$ cat src/rtl/block_sched_pkg.sv
// Shared types and widths for the obstacle-column scheduler.
package block_sched_pkg;

  localparam int unsigned X_W     = 13;
  localparam int unsigned FREQ_W  = 16;
  localparam int unsigned NOTE_W  = 8;
  localparam int unsigned SPEED_W = 4;
  localparam int unsigned SCORE_W = 16;
  // One sign bit over X_W so edge arithmetic can go below zero safely
  localparam int unsigned CALC_W  = 14;

  typedef enum logic [1:0] {
    IDLE  = 2'd0,
    SCAN  = 2'd1,
    SPAWN = 2'd2,
    DONE  = 2'd3
  } state_e;

  typedef struct packed {
    logic              active;
    logic [X_W-1:0]    x;
    logic [FREQ_W-1:0] freq;
    logic [NOTE_W-1:0] note;
  } slot_t;

endpackage

$ cat src/rtl/block_slot.sv
// One obstacle column: holds position and latched pitch, scrolls, retires
// and flags the frame in which its right edge passes the player.
module block_slot
  import block_sched_pkg::*;
#(
  parameter int unsigned SCREEN_WIDTH = 1280,
  parameter int unsigned BLOCK_WIDTH  = 32,
  parameter int unsigned PLAYER_X     = 200
) (
  input  logic               clk,
  input  logic               rst,
  input  logic               i_move,
  input  logic               i_spawn,
  input  logic [SPEED_W-1:0] i_speed,
  input  logic [FREQ_W-1:0]  i_freq,
  input  logic [NOTE_W-1:0]  i_note,
  output slot_t              o_slot,
  output logic               o_score_hit_c
);

  slot_t                    r_slot;
  logic signed [CALC_W-1:0] w_right;
  logic signed [CALC_W-1:0] w_next_right;
  logic signed [CALC_W-1:0] w_player;
  logic                     w_retire;

  assign w_right      = $signed(CALC_W'(r_slot.x)) + $signed(CALC_W'(BLOCK_WIDTH));
  assign w_next_right = w_right - $signed(CALC_W'(i_speed));
  assign w_player     = $signed(CALC_W'(PLAYER_X));
  assign w_retire     = r_slot.x < X_W'(i_speed);

  assign o_score_hit_c = i_move && r_slot.active
                         && (w_right > w_player) && (w_next_right <= w_player);
  assign o_slot        = r_slot;

  // A retiring column keeps its last x/freq/note; only the valid bit drops
  always_ff @(posedge clk) begin
    if (rst) begin
      r_slot <= '0;
    end else if (i_spawn) begin
      r_slot <= '{active: 1'b1, x: X_W'(SCREEN_WIDTH), freq: i_freq, note: i_note};
    end else if (i_move && r_slot.active) begin
      if (w_retire) begin
        r_slot.active <= 1'b0;
      end else begin
        r_slot.x <= r_slot.x - X_W'(i_speed);
      end
    end
  end

endmodule

$ cat src/rtl/block_scheduler.sv
// Per-frame controller for the scrolling obstacle columns: walks the slots
// one per cycle, then spawns into the lowest free slot every SPAWN_PERIOD frames.
module block_scheduler
  import block_sched_pkg::*;
#(
  parameter int unsigned NUM_BLOCKS   = 4,
  parameter int unsigned SCREEN_WIDTH = 1280,
  parameter int unsigned BLOCK_WIDTH  = 32,
  parameter int unsigned SPAWN_PERIOD = 90,
  parameter int unsigned PLAYER_X     = 200
) (
  input  logic                         clk,
  input  logic                         rst,
  input  logic                         game_en,
  input  logic                         frame_tick,
  input  logic [SPEED_W-1:0]           speed_in,
  input  logic [FREQ_W-1:0]            freq_in,
  input  logic [NOTE_W-1:0]            true_note,
  output logic [NUM_BLOCKS*X_W-1:0]    block_x_out,
  output logic [NUM_BLOCKS*FREQ_W-1:0] block_freq_out,
  output logic [NUM_BLOCKS*NOTE_W-1:0] block_note_out,
  output logic [NUM_BLOCKS-1:0]        block_active_out,
  output logic [SCORE_W-1:0]           score_out,
  output logic                         busy_out,
  output logic                         update_done,
  output logic                         overrun_out,
  output logic                         spawn_drop
);

  localparam int unsigned IDX_W = (NUM_BLOCKS > 1) ? $clog2(NUM_BLOCKS) : 1;
  localparam int unsigned CNT_W = (SPAWN_PERIOD > 1) ? $clog2(SPAWN_PERIOD) : 1;

  state_e               r_state;
  state_e               w_state_nxt;
  logic [IDX_W-1:0]     r_idx;
  logic [IDX_W-1:0]     w_idx_nxt;
  logic [CNT_W-1:0]     r_spawn_cnt;
  logic [CNT_W-1:0]     w_spawn_cnt_nxt;
  logic [SCORE_W-1:0]   r_score;
  logic [SCORE_W-1:0]   w_score_nxt;
  logic                 r_busy;
  logic                 w_busy_nxt;
  logic                 r_update_done;
  logic                 w_update_done_nxt;
  logic                 r_overrun;
  logic                 w_overrun_nxt;
  logic                 r_spawn_drop;
  logic                 w_spawn_drop_nxt;

  logic [NUM_BLOCKS-1:0] w_move;
  logic [NUM_BLOCKS-1:0] w_spawn;
  logic [NUM_BLOCKS-1:0] w_hit;
  logic [NUM_BLOCKS-1:0] w_active;
  logic [NUM_BLOCKS-1:0] w_free_onehot;
  logic                  w_free_any;
  slot_t                 w_slot [NUM_BLOCKS];

  for (genvar g = 0; g < NUM_BLOCKS; g++) begin : g_slot
    block_slot #(
      .SCREEN_WIDTH (SCREEN_WIDTH),
      .BLOCK_WIDTH  (BLOCK_WIDTH),
      .PLAYER_X     (PLAYER_X)
    ) u_slot (
      .clk           (clk),
      .rst           (rst),
      .i_move        (w_move[g]),
      .i_spawn       (w_spawn[g]),
      .i_speed       (speed_in),
      .i_freq        (freq_in),
      .i_note        (true_note),
      .o_slot        (w_slot[g]),
      .o_score_hit_c (w_hit[g])
    );

    assign w_active[g]                       = w_slot[g].active;
    assign block_active_out[g]               = w_slot[g].active;
    assign block_x_out[g*X_W +: X_W]         = w_slot[g].x;
    assign block_freq_out[g*FREQ_W +: FREQ_W] = w_slot[g].freq;
    assign block_note_out[g*NOTE_W +: NOTE_W] = w_slot[g].note;
  end

  // Lowest-index inactive slot wins the spawn
  always_comb begin
    w_free_onehot = '0;
    w_free_any    = 1'b0;
    for (int i = 0; i < NUM_BLOCKS; i++) begin
      if (!w_active[i] && !w_free_any) begin
        w_free_onehot[i] = 1'b1;
        w_free_any       = 1'b1;
      end
    end
  end

  always_ff @(posedge clk) begin
    if (rst) begin
      r_state       <= IDLE;
      r_idx         <= '0;
      r_spawn_cnt   <= '0;
      r_score       <= '0;
      r_busy        <= 1'b0;
      r_update_done <= 1'b0;
      r_overrun     <= 1'b0;
      r_spawn_drop  <= 1'b0;
    end else begin
      r_state       <= w_state_nxt;
      r_idx         <= w_idx_nxt;
      r_spawn_cnt   <= w_spawn_cnt_nxt;
      r_score       <= w_score_nxt;
      r_busy        <= w_busy_nxt;
      r_update_done <= w_update_done_nxt;
      r_overrun     <= w_overrun_nxt;
      r_spawn_drop  <= w_spawn_drop_nxt;
    end
  end

  // Pulses and busy are decoded from the upcoming state so they line up with it
  always_comb begin
    w_state_nxt       = r_state;
    w_idx_nxt         = r_idx;
    w_spawn_cnt_nxt   = r_spawn_cnt;
    w_score_nxt       = r_score;
    w_busy_nxt        = 1'b0;
    w_update_done_nxt = 1'b0;
    w_overrun_nxt     = frame_tick && (r_state != IDLE);
    w_spawn_drop_nxt  = 1'b0;
    w_move            = '0;
    w_spawn           = '0;

    if ((|w_hit) && (r_score != '1)) begin
      w_score_nxt = r_score + SCORE_W'(1);
    end

    case (r_state)
      IDLE: begin
        if (frame_tick && game_en) begin
          w_state_nxt = SCAN;
          w_idx_nxt   = '0;
          w_busy_nxt  = 1'b1;
        end
      end
      SCAN: begin
        w_busy_nxt    = 1'b1;
        w_move[r_idx] = 1'b1;
        if (r_idx == IDX_W'(NUM_BLOCKS - 1)) begin
          w_state_nxt = SPAWN;
        end else begin
          w_idx_nxt = r_idx + IDX_W'(1);
        end
      end
      SPAWN: begin
        w_state_nxt       = DONE;
        w_update_done_nxt = 1'b1;
        if (r_spawn_cnt == CNT_W'(SPAWN_PERIOD - 1)) begin
          w_spawn_cnt_nxt = '0;
          if (w_free_any) begin
            w_spawn = w_free_onehot;
          end else begin
            w_spawn_drop_nxt = 1'b1;
          end
        end else begin
          w_spawn_cnt_nxt = r_spawn_cnt + CNT_W'(1);
        end
      end
      DONE: begin
        w_state_nxt = IDLE;
      end
      default: begin
        w_state_nxt = IDLE;
      end
    endcase
  end

  assign score_out   = r_score;
  assign busy_out    = r_busy;
  assign update_done = r_update_done;
  assign overrun_out = r_overrun;
  assign spawn_drop  = r_spawn_drop;

endmodule

$ cat config.mk
export PLATFORM = sky130hd
export DESIGN_NAME = block_scheduler
export DESIGN_NICKNAME = d
export VERILOG_FILES = /design/src/rtl/block_sched_pkg.sv /design/src/rtl/block_slot.sv /design/src/rtl/block_scheduler.sv
export SDC_FILE = /design/constraint.sdc
export NUM_CORES = 1
export LEC_CHECK = 0
export CORE_MARGIN = 8
export CORE_UTILIZATION = 35
export DETAILED_ROUTE_END_ITERATION = 16
export PLACE_DENSITY = 0.63
export SYNTH_ARGS = -nofsm -noshare
export SYNTH_HDL_FRONTEND = slang
export SYNTH_SLANG_ARGS = --single-unit
$ cat constraint.sdc
create_clock -name clk -period 4.04 [get_ports clk]
set_input_delay 0.808 -clock clk [delete_from_list [all_inputs] [get_ports clk]]
set_output_delay 0.808 -clock clk [all_outputs]
set_load 0.005 [all_outputs]
==> impl_metrics.env, run 1 <==
export IMPL_status="finished clean"
export IMPL_fin_nets=1505
export IMPL_routedWlPerCell_um=16.7
export IMPL_ys_top_cells_by_count="nand2_1, dfxtp_1, a21oi_1, nor2_1, clkbuf_1"
export IMPL_p_leak_nw=4.55
export IMPL_reg2regPathDepth=14
export IMPL_yosysSeqAreaShare=0.386
export IMPL_slew_viol_final=0
export IMPL_worstHoldPathCells=2
export IMPL_holdBufCountCts=0
export IMPL_p_total_mw=3.88
export IMPL_slew_headroom=0.495
export IMPL_cts_made_buffers=17
export IMPL_drive_gt1_frac=0.100
export IMPL_dieArea_um2=32600
export IMPL_fmax_mhz=255
export IMPL_synth_most_common_cell="nand2_1"
export IMPL_cts_tree="done"
export IMPL_final_min_clock_period_ns=3.92
export IMPL_syn_num_nets=1288
export IMPL_cp_arrival_ns=4.27
export IMPL_initial_core_util=0.354
export IMPL_dp_hpwl_um=21400
export IMPL_avgSynthCellArea_um2=7.81
export IMPL_clkLatencyLatePin_ns=0.45
export IMPL_synth_edf_count=0
export IMPL_cp_end_kind="flip-flop"
export IMPL_async_flop_share=0
export IMPL_placed_cell_area_um2=12200
export IMPL_cp_max_fo=15
export IMPL_fp_coreArea_um2=26800
export IMPL_critPathRequiredTime_ns=4.40
export IMPL_yosys_most_used_dff="dfxtp_1"
export IMPL_skew_ns=0.0268
export IMPL_syn_inst=1214
export IMPL_grt_pass1_vias=9203
export IMPL_drt_vias_per_instance=5.17
export IMPL_fin_util=0.482
export IMPL_h_tree_depth=4
export IMPL_hold_path_class="flip-flop to flip-flop"
export IMPL_yosys_area_top_type="dfxtp_1"
export IMPL_ios=204
export IMPL_worst_pin_slew_ns=0.758
export IMPL_ant_nets=0
export IMPL_drv_cap=0
export IMPL_grt_remaining_overflow=0
export IMPL_drtIter0Drc=517
export IMPL_std_cell_rows=60
export IMPL_portBuffers=203
export IMPL_antennaDiodeCount=0
export IMPL_synth_warnings=0
export IMPL_place_congestion=0.904
export IMPL_dr_pass1_iters=7
export IMPL_path_clk_slew_ns=0.08
export IMPL_p_per_area_nw_per_um2=301
export IMPL_setup_worst_path_class="primary input to flip-flop"
export IMPL_dp_slack_ns=-0.556
export IMPL_cts_buffer_depth=2
export IMPL_wl_um=29900
export IMPL_grt_pass1_wl_um=49000
export IMPL_syn_to_final_growth_pct=36.0
export IMPL_vias=9222
export IMPL_hold_violations=0
export IMPL_vdd_ir_drop_worst_uv=278
export IMPL_synth_seq_cells=183
export IMPL_grt_max_degree=89
export IMPL_syn_cell_area_um2=9490
export IMPL_final_cell_area_um2=12900
export IMPL_ys_types=68
export IMPL_grtUsageTotal=0.181
export IMPL_nFillCells=2579
export IMPL_die_y_um=181
export IMPL_cp_start_kind="primary input"
export IMPL_drc=0
export IMPL_synth_area_leaders="dfxtp_1, nand2_1, a21oi_1"
export IMPL_cts_sinks=183
export IMPL_die_width_um=181
export IMPL_timing_final_crit_share=0.969
export IMPL_setup_slack_ns=0.123
export IMPL_antenna_found_initial=0
export IMPL_synth_top_cell_area_share=0.386
export IMPL_clockRootBuffer="clkbuf_16"
export IMPL_final_setup_viol_count=0
## what timing repair did
item                       in CTS  in global routing
setup buffers                   0                  1
gates resized for setup         1                 20
setup endpoints to repair      10                 14
pin swaps                       0                  8
## logic make-up (layout without fill, tap and decap cells)
logic type      Yosys count  count (layout)  synth area share
simple gates            528             528             0.259
compound gates          259             259             0.164
flops                   183             183             0.386
buf+inv                 113             343            0.0480
xor+xnor                 76              76            0.0702
fa+ha+maj                42              42            0.0586
mux                      13              13            0.0141
## final cells by class
cell class / count / area (um2) / area share
Inverter: 37 / 139 / 0.0108
Sequential cell: 183 / 3660 / 0.284
Tap cell: 341 / 427 / 0.0331
Clock buffer: 17 / 425 / 0.0330
Multi-Input combinational cell: 918 / 5460 / 0.423
Timing Repair Buffer: 274 / 2600 / 0.201
Clock inverter: 15 / 193 / 0.0149
## flip-flops by register name, summed over array words and instances (netlist names)
signal / flops
update_done: 1
r_state: 2
overrun_out: 1
r_spawn_cnt: 7
r_idx: 2
g_slot.u_slot.o_slot: 152
score_out: 16
busy_out: 1
spawn_drop: 1
## final timing paths
check | slack, ns | startpoint | to
max | 0.12 | speed_in[2] | score_out[15]
min | 0.45 | g_slot[3].u_slot.o_slot[2] | g_slot[3].u_slot.o_slot[2]
max reg2reg | 0.44 | g_slot[1].u_slot.o_slot[29] | score_out[15]
min reg2reg | 0.45 | g_slot[3].u_slot.o_slot[2] | g_slot[3].u_slot.o_slot[2]
## through the flow
step	std cells	hold WS, ns	setup TNS (ns)
2_1_floorplan	1214	0.448	0
3_3_place_gp	1752	0.436	-4.80
3_5_place_dp	1752	0.443	-6.75
4_1_cts	1784	0.453	0
5_1_grt	1785	0.473	-0.0131
6_report	1785	0.450	0
## worst max-delay path, cell delays in order
cell             delay [ns]
clkdlybuf4s50_1        0.40
inv_1                  0.17
ha_4                   0.23
or2_1                  0.24
o311a_1                0.14
or4b_2                 0.63
xor2_1                 0.17
a211oi_1               0.06
a211o_1                0.31
a21oi_4                0.19
nor2_4                 0.10
buf_12                 0.16
or4_1                  0.49
a21oi_1                0.16
## cells in the final DEF, fill, tap and decap left out, types with 4 or more instances in the layout
master and instances:
nand2_1 240, clkdlybuf4s50_1 200, dfxtp_1 183, a21oi_1 146
nor2_1 100, buf_4 69, xnor2_1 45, inv_1 36
nand3_1 36, ha_1 35, xor2_1 31, o21ai_0 23
nor3_1 22, clkbuf_16 17, o31ai_1 16, nand2b_1 15
nand4_1 15, nor2b_1 14, or4_1 13, nor4_1 12
a211oi_1 11, mux2i_1 10, or3_1 9, a31oi_1 8
o211ai_1 7, and3_1 7, o21a_1 6, and2_1 6
clkinv_8 6, or2_2 5, a21o_1 4, o22ai_1 4
inv_8 4
## power breakdown
part	switching (mW)	internal, mW
logic	0.163	0.139
clock network	0.888	0.850
registers	0.0190	1.82
## per-layer routing
metal	routed length, um	vias to the layer above	GRT usage	part of all wire
met1	12600	4318	0.213	0.42
met2	13900	258	0.299	0.47
li1	-	4608	-	-
met5	0	-	0	0
met4	558	0	0.0522	0.019
met3	2770	38	0.0742	0.093
(Power assumes the default switching activity.)
==> run 2, diff against run 1 <==
Settings changed: DONT_BUFFER_PORTS from default to 1, PLACE_DENSITY 0.63 to 0.53.
==> impl_metrics.env, run 2 (synthesized netlist as in run 1, its figures left out) <==
export IMPL_hold_end="g_slot[3].u_slot.o_slot[9]"
export IMPL_largest_reg_flops=152
export IMPL_path_buf_inv=3
export IMPL_grt_remaining_overflow=0
export IMPL_holdCritStartpoint="rst"
export IMPL_syn_to_final_growth_pct=10.1
export IMPL_ctsResizeCount=0
export IMPL_worst_pin_slew_ns=0.837
export IMPL_vdd_ir_drop_worst_uv=203
export IMPL_drt_vias_per_instance=5.38
export IMPL_die_y_um=181
export IMPL_std_cell_rows=60
export IMPL_grtUsageTotal=0.174
export IMPL_dp_slack_ns=0.0261
export IMPL_cts_tree="done"
export IMPL_grt_pass1_vias=7983
export IMPL_h_tree_depth=4
export IMPL_rsz0062_at_grt="no"
export IMPL_drv_cap=0
export IMPL_wl_met1_um=12100
export IMPL_r2r_start="g_slot[0].u_slot.o_slot[24]"
export IMPL_antennaDiodeCount=0
export IMPL_drtIter0Drc=442
export IMPL_critPathRequiredTime_ns=4.37
export IMPL_top_layer="met4"
export IMPL_holdBufCountCts=0
export IMPL_regToRegEndpoint="score_out[14]"
export IMPL_drc=0
export IMPL_cts_made_buffers=17
export IMPL_cts_buffer_depth=2
export IMPL_critPathSlowestCell="or4_1"
export IMPL_final_setup_viol_count=0
export IMPL_met2_length_um=13900
export IMPL_p_leak_nw=3.59
export IMPL_clkLatencyLatePin_ns=0.44
export IMPL_reg2reg_slack_ns=0.42
export IMPL_cp_max_fo=24
export IMPL_timing_final_crit_share=0.896
export IMPL_cpMostUsedCell="inv_1"
export IMPL_slew_viol_final=0
export IMPL_dieArea_um2=32600
export IMPL_ant_nets=0
export IMPL_cts_sinks=183
export IMPL_fin_hold_ws_ns=0.447
export IMPL_setup_slack_ns=0.421
export IMPL_grt_pass1_wl_um=46000
export IMPL_routedWlPerCell_um=18.8
export IMPL_hold_violations=0
export IMPL_slew_headroom=0.442
export IMPL_cp_end_kind="flip-flop"
export IMPL_max_stage_delay_ns=0.53
export IMPL_portBuffers=0
export IMPL_p_total_mw=3.79
export IMPL_fmax_mhz=276
export IMPL_p_per_area_nw_per_um2=363
export IMPL_antenna_found_initial=0
export IMPL_cp_arrival_ns=3.95
export IMPL_worstHoldPathCells=1
export IMPL_fin_nets=1258
export IMPL_skew_ns=0.0257
export IMPL_reg2regPathDepth=15
export IMPL_cts_setup_buffers=0
export IMPL_tns_ns=0
export IMPL_final_cell_mix="nand2_1, dfxtp_1, a21oi_1"
export IMPL_nFillCells=2727
export IMPL_place_congestion=0.836
export IMPL_drive_gt1_frac=0.0702
export IMPL_wl_met3_um=2730
export IMPL_initial_core_util=0.354
export IMPL_clockRootBuffer="clkbuf_16"
export IMPL_dr_pass1_iters=5
export IMPL_hold_path_class="primary input to flip-flop"
export IMPL_fin_util=0.390
export IMPL_fp_coreArea_um2=26800
export IMPL_cp_cell_sequence="inv_1 > ha_1 > inv_1 > fa_1 > a21o_1 > a211oi_1 > nand2_1 > nor3_1 > a22oi_1 > or4_1 > o211ai_2 > nor2_2 > buf_12 > nor4_1 > mux2_2"
export IMPL_die_width_um=181
export IMPL_layout_commonest_cell="nand2_1"
export IMPL_status="finished clean"
export IMPL_final_min_clock_period_ns=3.62
export IMPL_dp_hpwl_um=20100
export IMPL_grt_max_degree=141
export IMPL_ios=204
export IMPL_path_clk_slew_ns=0.09
export IMPL_cpLargestDelayFamily="simple AND/OR/NAND/NOR gates"
export IMPL_setup_worst_path_class="flip-flop to flip-flop"
export IMPL_cp_start_kind="flip-flop"
export IMPL_wl_um=29000
export IMPL_vias=8272
run 2: changes by cell type in the layout (fill, tap and decap cells not counted), moves of 2 or more:
cell / delta
clkdlybuf4s50_1: -200
buf_4: -43
a21oi_1: +3
ha_1: +3
nor3_1: +3
nor3_2: -3
a21oi_2: -2
dlymetal6s2s_1: -2
ha_2: -2
inv_6: -2
nor4b_1: +2
nor4b_2: -2
run 2: report_power, final:
| part | switching, mW | internal, mW |
|---|---|---|
| Combinational | 0.116 | 0.0826 |
| Sequential | 0.0185 | 1.82 |
| Clock | 0.899 | 0.854 |
| Total | 1.03 | 2.76 |
run 2: worst max path at each step:
stage                          to  cells past startpoint  slack (ns)                        start
finish              score_out[14]                     15        0.42  g_slot[0].u_slot.o_slot[24]
global route        score_out[14]                     14        0.13                  speed_in[1]
CTS                 score_out[14]                     15        0.41  g_slot[0].u_slot.o_slot[24]
detailed placement  score_out[14]                     14        0.03                  speed_in[0]
global placement    score_out[14]                     13        0.08                  speed_in[2]
floorplan           score_out[14]                     13        0.18                  speed_in[1]
run 2: stage by stage:
step	std cells	instance area, um2
final	1538	10400
after global routing	1538	10400
after CTS	1538	10400
after detailed placement	1506	9820
after global placement	1506	9820
after floorplan	1214	9490
run 2: cell type report:
type | count | area (um2) | area share
Clock inverter | 15 | 193 | 0.0185
Sequential cell | 183 | 3660 | 0.351
Tap cell | 341 | 427 | 0.0409
Timing Repair Buffer | 27 | 215 | 0.0206
Multi-Input combinational cell | 918 | 5380 | 0.515
Inverter | 37 | 139 | 0.0133
Clock buffer | 17 | 425 | 0.0407
run 2: per-layer routing:
metal,global-route usage,up-vias
met5,0,-
met4,0.0380,0
met3,0.0758,16
met2,0.295,237
met1,0.199,3911
li1,-,4108
==> run 3, diff against run 2 <==
Settings changed: CAP_MARGIN from default to 15, PLACE_DENSITY 0.53 to 0.51.
Clock period 4.04 ns to 3.75 ns, I/O delays scaled along.
==> impl_metrics.env, run 3 (synthesized netlist as in run 1, its figures left out) <==
export IMPL_layout_commonest_cell="nand2_1"
export IMPL_slew_viol_final=0
export IMPL_dr_pass1_iters=5
export IMPL_worstHoldPathCells=1
export IMPL_die_width_um=181
export IMPL_setup_worst_path_class="flip-flop to flip-flop"
export IMPL_ios=204
export IMPL_final_cell_mix="nand2_1, dfxtp_1, a21oi_1"
export IMPL_regArea_um2=3660
export IMPL_skew_ns=0.0302
export IMPL_cp_arrival_ns=3.76
export IMPL_grtUsageTotal=0.171
export IMPL_cts_tree="done"
export IMPL_drc=0
export IMPL_place_congestion=0.823
export IMPL_dp_cells=1546
export IMPL_final_setup_viol_count=0
export IMPL_hold_path_class="primary input to flip-flop"
export IMPL_fin_nets=1298
export IMPL_slew_headroom=0.519
export IMPL_critPathRequiredTime_ns=4.09
export IMPL_cts_setup_buffers=0
export IMPL_rsz0062_at_grt="no"
export IMPL_p_per_area_nw_per_um2=383
export IMPL_die_y_um=181
export IMPL_fp_coreArea_um2=26800
export IMPL_cts_buffer_depth=2
export IMPL_regToRegEndpoint="score_out[14]"
export IMPL_drv_cap=0
export IMPL_grt_pass1_wl_um=45700
export IMPL_p_leak_nw=3.80
export IMPL_antennaDiodeCount=0
export IMPL_vias=8314
export IMPL_timing_final_crit_share=0.912
export IMPL_multi_input_area_um2=5410
export IMPL_r2r_start="g_slot[0].u_slot.o_slot[24]"
export IMPL_cp_end_kind="flip-flop"
export IMPL_std_cell_rows=60
export IMPL_syn_to_final_growth_pct=13.9
export IMPL_wl_um=28300
export IMPL_holdCritStartpoint="rst"
export IMPL_drive_gt1_frac=0.106
export IMPL_cp_cell_sequence="inv_1 > ha_1 > inv_1 > fa_1 > a21o_1 > a211oi_2 > buf_4 > xnor2_1 > a221oi_1 > or4_1 > o211ai_2 > nor2_4 > buf_12 > nor4_2 > mux2_2"
export IMPL_clkLatencyLatePin_ns=0.44
export IMPL_cts_sinks=183
export IMPL_grt_max_degree=141
export IMPL_reg2reg_slack_ns=0.33
export IMPL_cts_made_buffers=17
export IMPL_setup_slack_ns=0.328
export IMPL_critPathSlowestCell="or4_1"
export IMPL_cp_start_kind="flip-flop"
export IMPL_antenna_found_initial=0
export IMPL_dp_slack_ns=-0.262
export IMPL_ant_nets=0
export IMPL_worst_pin_slew_ns=0.721
export IMPL_largest_reg_flops=152
export IMPL_cp_max_fo=10
export IMPL_nFillCells=2726
export IMPL_fmax_mhz=292
export IMPL_dieArea_um2=32600
export IMPL_tns_ns=0
export IMPL_routedWlPerCell_um=18.0
export IMPL_vdd_ir_drop_worst_uv=264
export IMPL_fin_hold_ws_ns=0.381
export IMPL_cpMostUsedCell="inv_1"
export IMPL_hold_violations=0
export IMPL_portBuffers=0
export IMPL_drtIter0Drc=533
export IMPL_status="finished clean"
export IMPL_dp_hpwl_um=20100
export IMPL_h_tree_depth=4
export IMPL_drt_vias_per_instance=5.27
export IMPL_holdBufCountCts=0
export IMPL_grt_pass1_vias=7968
export IMPL_path_clk_slew_ns=0.09
export IMPL_initial_core_util=0.354
export IMPL_reg2regPathDepth=15
export IMPL_max_stage_delay_ns=0.54
export IMPL_clockRootBuffer="clkbuf_16"
export IMPL_grt_remaining_overflow=0
export IMPL_hold_end="g_slot[3].u_slot.o_slot[34]"
export IMPL_final_min_clock_period_ns=3.42
export IMPL_layoutNonFillerInstCount=1578
==> run 3: cell count changes in the layout (fill, tap and decap cells not counted), moves of 2 or more <==
cell,change
buf_4,+40
clkinv_8,+2
inv_12,+2
inv_6,+2
inv_8,-4
==> run 3: critical path, delay by kind of cell (launching register included) <==
family / cells / cell delay, ns
XOR/XNOR: 1 / 0.10
AND/OR/NAND/NOR: 3 / 0.91
flip-flops: 1 / 0.31
multiplexers: 1 / 0.36
buffers and inverters: 4 / 0.41
adder cells (fa/ha/maj): 2 / 0.54
AO/OA/AOI/OAI: 4 / 0.70
==> run 3: per-stage QoR <==
| step | total power, mW | area, um2 | utilization |
|---|---|---|---|
| after floorplan | 2.21 | 9500 | - |
| after global placement | 2.26 | 10100 | 0.378 |
| after detailed placement | 2.26 | 10100 | 0.378 |
| after CTS | 4.21 | 10800 | 0.402 |
| after global routing | 4.33 | 10800 | 0.403 |
| final | 4.14 | 10800 | 0.403 |
==> run 3: layout make-up <==
cell class | instances | share of cell area
clock inverters | 15 | 0.0200
inverters | 37 | 0.0132
multi-input cells | 918 | 0.501
clock buffers | 17 | 0.0394
well taps | 341 | 0.0395
flip-flops and latches | 183 | 0.339
repair buffers | 67 | 0.0477
==> run 3: report_power, final <==
group          internal (mW)  switching, mW
Clock                  0.935          0.990
Sequential              1.97         0.0197
Combinational          0.101          0.130
==> run 3: how the worst max path moves through the flow <==
stage | from | to
finish | g_slot[0].u_slot.o_slot[24] | score_out[14]
global route | g_slot[0].u_slot.o_slot[24] | score_out[10]
CTS | g_slot[0].u_slot.o_slot[24] | score_out[14]
detailed placement | speed_in[0] | score_out[14]
global placement | speed_in[0] | score_out[8]
floorplan | speed_in[1] | score_out[14]
==> run 3: repair_timing <==
item / 4_1_cts / 5_1_grt
endpoints found under the setup margin: 0 / 12
resized for setup: 0 / 6
hold endpoints to repair: 0 / 0
==> run 3: routing by layer <==
layer / vias up / track usage / wire length, um
met5: - / 0 / 0
met4: 0 / 0.0407 / 243
met3: 15 / 0.0750 / 3050
met2: 231 / 0.284 / 13400
met1: 3872 / 0.201 / 11700
li1: 4196 / - / -
